`src/rtl/float_pack.sv`:
```
// Single-precision style float type plus combinational add/sub/mul helpers and
// the opcode/request types shared by the coprocessor arbiter.
package float_pack;

  localparam int N_exposant = 8;
  localparam int N_mantisse = 23;
  localparam int BIAS       = (1 << (N_exposant - 1)) - 1;
  localparam logic [N_exposant-1:0] EXP_MAX = '1;

  typedef struct packed {
    logic                  signe;
    logic [N_exposant-1:0] exposant;
    logic [N_mantisse-1:0] mantisse;
  } float;

  typedef enum logic [1:0] {FOP_ADD, FOP_SUB, FOP_MUL, FOP_RSV} fop_t;

  typedef struct packed {
    fop_t op;
    float a;
    float b;
  } fop_req_t;

  typedef enum logic [1:0] {S_IDLE, S_EXEC, S_DONE} arb_state_t;

  function automatic float float_neg(input float x);
    float r;
    r = x;
    r.signe = ~x.signe;
    return r;
  endfunction

  // a - b on normal numbers; zero exponent is treated as zero, results truncate.
  function automatic float float_sub(input float a, input float b);
    float                  bn, big, sml, r;
    logic [N_mantisse+4:0] mb, ms, sum;
    logic [N_exposant-1:0] diff;
    int                    e, lz;
    logic                  found;
    bn = float_neg(b);
    if (a.exposant == '0) return bn;
    if (b.exposant == '0) return a;
    if ({a.exposant, a.mantisse} >= {bn.exposant, bn.mantisse}) begin
      big = a;
      sml = bn;
    end else begin
      big = bn;
      sml = a;
    end
    diff = big.exposant - sml.exposant;
    mb   = {2'b01, big.mantisse, 3'b000};
    ms   = {2'b01, sml.mantisse, 3'b000};
    ms   = (int'(diff) > N_mantisse + 4) ? '0 : (ms >> diff);
    sum  = (big.signe == sml.signe) ? (mb + ms) : (mb - ms);
    if (sum == '0) return '0;
    e = int'(big.exposant);
    if (sum[N_mantisse+4]) begin
      sum = sum >> 1;
      e   = e + 1;
    end else begin
      lz    = 0;
      found = 1'b0;
      for (int i = N_mantisse + 3; i >= 0; i--) begin
        if (!found && sum[i]) begin
          lz    = N_mantisse + 3 - i;
          found = 1'b1;
        end
      end
      sum = sum << lz;
      e   = e - lz;
    end
    r       = '0;
    r.signe = big.signe;
    if (e >= int'(EXP_MAX)) begin
      r.exposant = EXP_MAX;
    end else if (e > 0) begin
      r.exposant = e[N_exposant-1:0];
      r.mantisse = sum[N_mantisse+2:3];
    end else begin
      r = '0;
    end
    return r;
  endfunction

  function automatic float float_mul(input float a, input float b);
    float                    r;
    logic [2*N_mantisse+1:0] p;
    int                      e;
    r       = '0;
    r.signe = a.signe ^ b.signe;
    if (a.exposant == '0 || b.exposant == '0) return r;
    p = {{(N_mantisse+1){1'b0}}, 1'b1, a.mantisse} *
        {{(N_mantisse+1){1'b0}}, 1'b1, b.mantisse};
    e = int'(a.exposant) + int'(b.exposant) - BIAS;
    if (p[2*N_mantisse+1]) begin
      e          = e + 1;
      r.mantisse = p[2*N_mantisse:N_mantisse+1];
    end else begin
      r.mantisse = p[2*N_mantisse-1:N_mantisse];
    end
    if (e >= int'(EXP_MAX)) begin
      r.exposant = EXP_MAX;
      r.mantisse = '0;
    end else if (e > 0) begin
      r.exposant = e[N_exposant-1:0];
    end else begin
      r.exposant = '0;
      r.mantisse = '0;
    end
    return r;
  endfunction

endpackage

```
`src/rtl/float_copro_alu.sv`:
```
// Combinational opcode decoder in front of the float_pack functions.
// FLOAT_COPRO_MUL_EN enables the multiplier; otherwise mul behaves as reserved.
module float_copro_alu
  import float_pack::*;
(
  input  fop_t op,
  input  float a,
  input  float b,
  output float result,
  output logic err
);

  always_comb begin
    result = '0;
    err    = 1'b0;
    case (op)
      FOP_ADD: result = float_sub(a, float_neg(b));
      FOP_SUB: result = float_sub(a, b);
`ifdef FLOAT_COPRO_MUL_EN
      FOP_MUL: result = float_mul(a, b);
`else
      FOP_MUL: err = 1'b1;
`endif
      default: err = 1'b1;
    endcase
  end

endmodule

```
`src/rtl/float_copro_arbiter.sv`:
```
// Round-robin arbiter sharing one float ALU between two requesters, with a
// fixed LATENCY execute phase. Mul support follows FLOAT_COPRO_MUL_EN.
module float_copro_arbiter
  import float_pack::*;
#(
  parameter int LATENCY = 2
) (
  input  logic       clk,
  input  logic       reset_n,
  input  logic       req0_valid,
  output logic       req0_ready,
  input  logic [1:0] req0_op,
  input  float       req0_a,
  input  float       req0_b,
  input  logic       req1_valid,
  output logic       req1_ready,
  input  logic [1:0] req1_op,
  input  float       req1_a,
  input  float       req1_b,
  output logic       rsp0_valid,
  output logic       rsp1_valid,
  input  logic       rsp0_ready,
  input  logic       rsp1_ready,
  output float       rsp_result,
  output logic       rsp_err,
  output logic       busy
);

  localparam logic [3:0] CNT_INIT = 4'(LATENCY - 1);

  arb_state_t state_q, state_d;
  logic       owner_q, owner_d;
  logic       last_grant_q, last_grant_d;
  logic [3:0] cnt_q, cnt_d;
  fop_req_t   req_q, req_d;
  float       result_q, result_d;
  logic       err_q, err_d;
  logic       busy_q, busy_d;
  logic       rsp0_valid_q, rsp0_valid_d;
  logic       rsp1_valid_q, rsp1_valid_d;

  logic       grant;
  fop_req_t   pkt0, pkt1;
  float       alu_result;
  logic       alu_err;

  assign pkt0 = '{op: fop_t'(req0_op), a: req0_a, b: req0_b};
  assign pkt1 = '{op: fop_t'(req1_op), a: req1_a, b: req1_b};

  float_copro_alu u_alu (
    .op     (req_q.op),
    .a      (req_q.a),
    .b      (req_q.b),
    .result (alu_result),
    .err    (alu_err)
  );

  always_comb begin
    grant = 1'b0;
    if (req0_valid && req1_valid) grant = ~last_grant_q;
    else if (req1_valid)          grant = 1'b1;
  end

  // Readies are gated by reset_n so nothing looks accepted while reset is held.
  assign req0_ready = reset_n && (state_q == S_IDLE) && req0_valid && !grant;
  assign req1_ready = reset_n && (state_q == S_IDLE) && req1_valid &&  grant;

  always_comb begin
    state_d      = state_q;
    owner_d      = owner_q;
    last_grant_d = last_grant_q;
    cnt_d        = cnt_q;
    req_d        = req_q;
    result_d     = result_q;
    err_d        = err_q;
    case (state_q)
      S_IDLE: begin
        if (req0_ready || req1_ready) begin
          req_d        = grant ? pkt1 : pkt0;
          owner_d      = grant;
          last_grant_d = grant;
          cnt_d        = CNT_INIT;
          state_d      = S_EXEC;
        end
      end
      S_EXEC: begin
        if (cnt_q == 4'd0) begin
          result_d = alu_result;
          err_d    = alu_err;
          state_d  = S_DONE;
        end else begin
          cnt_d = cnt_q - 4'd1;
        end
      end
      S_DONE: begin
        if (owner_q ? rsp1_ready : rsp0_ready) state_d = S_IDLE;
      end
      default: state_d = S_IDLE;
    endcase
    busy_d       = (state_d != S_IDLE);
    rsp0_valid_d = (state_d == S_DONE) && !owner_d;
    rsp1_valid_d = (state_d == S_DONE) &&  owner_d;
  end

  always_ff @(posedge clk or negedge reset_n) begin
    if (!reset_n) begin
      state_q      <= S_IDLE;
      owner_q      <= 1'b0;
      last_grant_q <= 1'b1;
      cnt_q        <= '0;
      req_q        <= '0;
      result_q     <= '0;
      err_q        <= 1'b0;
      busy_q       <= 1'b0;
      rsp0_valid_q <= 1'b0;
      rsp1_valid_q <= 1'b0;
    end else begin
      state_q      <= state_d;
      owner_q      <= owner_d;
      last_grant_q <= last_grant_d;
      cnt_q        <= cnt_d;
      req_q        <= req_d;
      result_q     <= result_d;
      err_q        <= err_d;
      busy_q       <= busy_d;
      rsp0_valid_q <= rsp0_valid_d;
      rsp1_valid_q <= rsp1_valid_d;
    end
  end

  assign rsp_result = result_q;
  assign rsp_err    = err_q;
  assign busy       = busy_q;
  assign rsp0_valid = rsp0_valid_q;
  assign rsp1_valid = rsp1_valid_q;

endmodule
```
`config.mk`:
```
export PLATFORM = sky130hd
export DESIGN_NAME = float_copro_arbiter
export DESIGN_NICKNAME = d
export VERILOG_FILES = /design/src/rtl/float_pack.sv /design/src/rtl/float_copro_alu.sv /design/src/rtl/float_copro_arbiter.sv
export SDC_FILE = /design/constraint.sdc
export NUM_CORES = 1
export LEC_CHECK = 0
export ABC_AREA = 1
export BUFFER_PORTS_ARGS = -buffer_cell sky130_fd_sc_hd__buf_2
export CAP_MARGIN = 20
export CORE_MARGIN = 3
export CORE_UTILIZATION = 56
export DETAILED_ROUTE_END_ITERATION = 7
export PLACE_DENSITY = 0.77
export SYNTH_ARGS = -nofsm -noshare
export SYNTH_HDL_FRONTEND = slang
export SYNTH_SLANG_ARGS = --single-unit
```
`constraint.sdc`:
```
create_clock -name clk -period 11.1 [get_ports clk]
set_input_delay 1.665 -clock clk [delete_from_list [all_inputs] [get_ports clk]]
set_output_delay 1.665 -clock clk [all_outputs]
set_load 0.05 [all_outputs]
```
==> summary.txt <==
Die
  • FP Rows: 63
  • Core area: around 30000 um^2
  • Starting Density: 0.5766
  • Ports: roughly 180
  • Die area: 33150 um^2
  • Die Wd: approximately 180 um
  • Die height: between 150 and 200 um

Yosys
  • Ranking of synthesized cells by area: nand2_1 (21%), dfrtp_1 (16%), nand3_1 (12%), inv_1 (6.9%), ha_1 (6.8%)
  • Mapped cell area: around 17000 um^2
  • Yosys Warn Count: 0
  • Post-synth top cells: nand2_1 (982), nand3_1 (420), inv_1 (320)
  • Ys flop type: dfrtp_1
  • Synth area leader: nand2_1
  • Syn_area_per_cell: 5.602 um^2
  • Yosys reg bits: 110
  • Most frequent cell after synthesis: nand2_1
  • Mapped Cells: about 3100
  • Net Count, Synth: between 3000 and 4000
  • Post-synthesis cell type count: 62
  • Synth top area share: 0.2123
  • Seq/Total Area, Yosys: 0.1586
  • EDFF count, synth: 0
  • Synth async-reset ratio: 1.000

Detailed routing
  • Average wire per standard cell: 19.83 um
  • DRC Markers: 0
  • Post-Route WL: about 75 mm
  • ANT nets after route: 0
  • DR iter-0 viols: around 3400
  • Routed via count: ~24000
  • Routed vias/inst: between 6 and 7
  • Router iterations before antenna repair: 8

Cells and area
  • Share of layout cells above drive strength 1: 0.2103
  • Final core utilization: 0.6984
  • Fill count: around 2700
  • Layout area overhead: 21.12%
  • Post-route cell area: ~21000 um^2
  • Antenna cell count: 0
  • Final Instance Count excl. Fillers: between 3000 and 4000
  • Final net count: 3617

Place
  • PortBufs: about 180
  • Half-perimeter wire length after placement: about 58 mm
  • Placed cell area: around 19000 um^2
  • Global placer's final weighted congestion: around 1.1
  • Placed insts: 3686

Global route
  • GRT overflow: 0
  • Met3 usage: 0.08092
  • GRT Util Overall: 0.4125
  • First-pass GRT wire length: between 100 and 150 mm
  • Global Route met2 Usage: 0.6465
  • Number of global-route vias before repair: 20930
  • Initial antenna violation count: 0
  • Largest net degree at the start of global routing: around 120
  • Met1 usage: 0.5155
  • Busiest grt layer: met2

Setup path
  • CP max stage cell: dfrtp_1
  • Crit path launch type: flip-flop
  • R2R cell count: between 80 and 90
  • CP max FO: 8
  • Critical Path End Type: flip-flop
  • Worst path depth: 87
  • Slowest cell delay on critical path: approximately 0.44 ns
  • Critical path data required time: 11.41 ns
  • CP delay by family, top: simple AND/OR/NAND/NOR gates
  • Setup CP Type: reg2reg
  • Worst Path Arrival: about 11 ns
  • CP bufs+invs: 10
  • CP most frequent cell: nand2_1

Worst hold path
  • Tightest Hold Check Type: reg2reg
  • WHS Path Cells: 2

STA
  • Min Tclk post-route: 11.06 ns
  • Skew final: between 0.015 and 0.02 ns
  • Achievable frequency: between 90 and 100 MHz
  • Fin. Hold Viols: 0
  • Fin crit share: 0.9964
  • Max_slew headroom: 0.2287
  • Final setup vio count: 0
  • Setup_tns: 0 ns
  • Final Max Slew Viols: 0
  • Worst slew pin tran: ~1.1 ns

CTS
  • CTS Buf Count: 9
  • Num Clock Sinks: 110
  • Skew-Pair Late Insertion Delay: roughly 0.37 ns
  • Clock Tree Root: clkbuf_16
  • Clock slew at reported path FFs: approximately 0.080 ns
  • Clk buf depth: 2
  • CTS tree: built
  • Clock H-tree levels: 3
  • Hold_buf cts: 0

Outcome
  • Status: finished clean

Run
  • Max Cap Viol: 0
-- area by class of cell --
type                       instances  area (um^2)  share of cell area
multi-input combinational       2499        13360              0.6354
timing repair buffer             418         2821              0.1342
sequential                       110         2759              0.1312
inverter                         343         1294             0.06152
tap                              390        488.0             0.02320
clock buffer                      10        239.0             0.01136
clock inverter                     6        66.31            0.003153
-- flip-flops by register name, summed over array words and instances, names as in the netlist --
name,cells
busy,1
cnt_q,4
last_grant_q,1
owner_q,1
req_q,66
rsp0_valid,1
rsp1_valid,1
rsp_err,1
rsp_result,32
state_q,2
-- per-stage QoR --
step                hold WS, ns  setup slack, ns
floorplan                0.4440           0.4262
global placement         0.4539          -0.3701
detailed placement       0.4633          -0.4483
CTS                      0.4756          0.02528
global route             0.5122          -0.4343
finish                   0.4737          0.03971
-- cells in the final DEF, fill, tap and decap left out, types with 8 or more instances in the layout --
master / synthesis / final
inv_1: 320 / 296
ha_1: 95 / 77
nor3_1: 30 / 29
nor2_2: 11 / 22
xnor2_1: 8 / 8
nand3_2: 7 / 29
dfrtp_1: 109 / 105
o21ai_2: 7 / 22
o21ai_0: 176 / 162
nand3_1: 420 / 398
o211ai_1: 28 / 28
buf_4: 11 / 229
o21ai_1: 47 / 44
xor2_1: 46 / 43
nor2_1: 242 / 228
a31oi_1: 85 / 83
clkbuf_16: 0 / 11
nand2_2: 16 / 72
a21oi_2: 2 / 24
ha_4: 0 / 15
a21oi_1: 158 / 136
buf_2: 31 / 174
inv_2: 18 / 40
nand2_1: 982 / 924
nand4_1: 45 / 45
nor4_1: 14 / 14
-- path summary, 6_finish.rpt --
check                              from       endpoint  slack (ns)
max in group asynchronous       reset_n      req_q[59]        8.45
setup / recovery              req_q[21]  rsp_result[0]        0.04
hold / removal             last_grant_q   last_grant_q        0.47
min in group asynchronous       reset_n      req_q[46]        1.25
hold reg to reg            last_grant_q   last_grant_q        0.47
setup reg to reg              req_q[21]  rsp_result[0]        0.04
-- cells by family after synthesis --
kind of cell             Yosys count  synth area share
buffers and inverters            491            0.1171
AND/OR/NAND/NOR                 1794            0.4447
flip-flops                       110            0.1586
multiplexers                       1         0.0005766
AO/OA/AOI/OAI                    551            0.1798
XOR/XNOR                          54           0.02724
adder cells (fa/ha/maj)           98           0.07192
-- per-layer routing --
metal,vias to the layer above,wire [um]
met4,0,6516
met3,445,8682
met1,10460,27260
met5,-,0
li1,10840,-
met2,1756,32410
-- worst register-to-register path, delay by kind of cell, from the launching register on --
| family | cells | cell delay [ns] |
|---|---|---|
| buffers and inverters | 10 | 1.29 |
| AO/OA/AOI/OAI | 13 | 1.94 |
| AND/OR/NAND/NOR | 59 | 6.08 |
| adder cells (fa/ha/maj) | 4 | 1.23 |
| XOR/XNOR | 1 | 0.07 |
| flip-flops | 1 | 0.44 |
-- what timing repair did --
item	CTS	global route
pin swaps	2	99
endpoints found under the setup margin	32	32
setup buffers	0	69
gates cloned	0	4
gates resized for setup	13	219
Power is not shown: default switching activity piles up to over one toggle a cycle in this logic, so the estimate is an artifact.
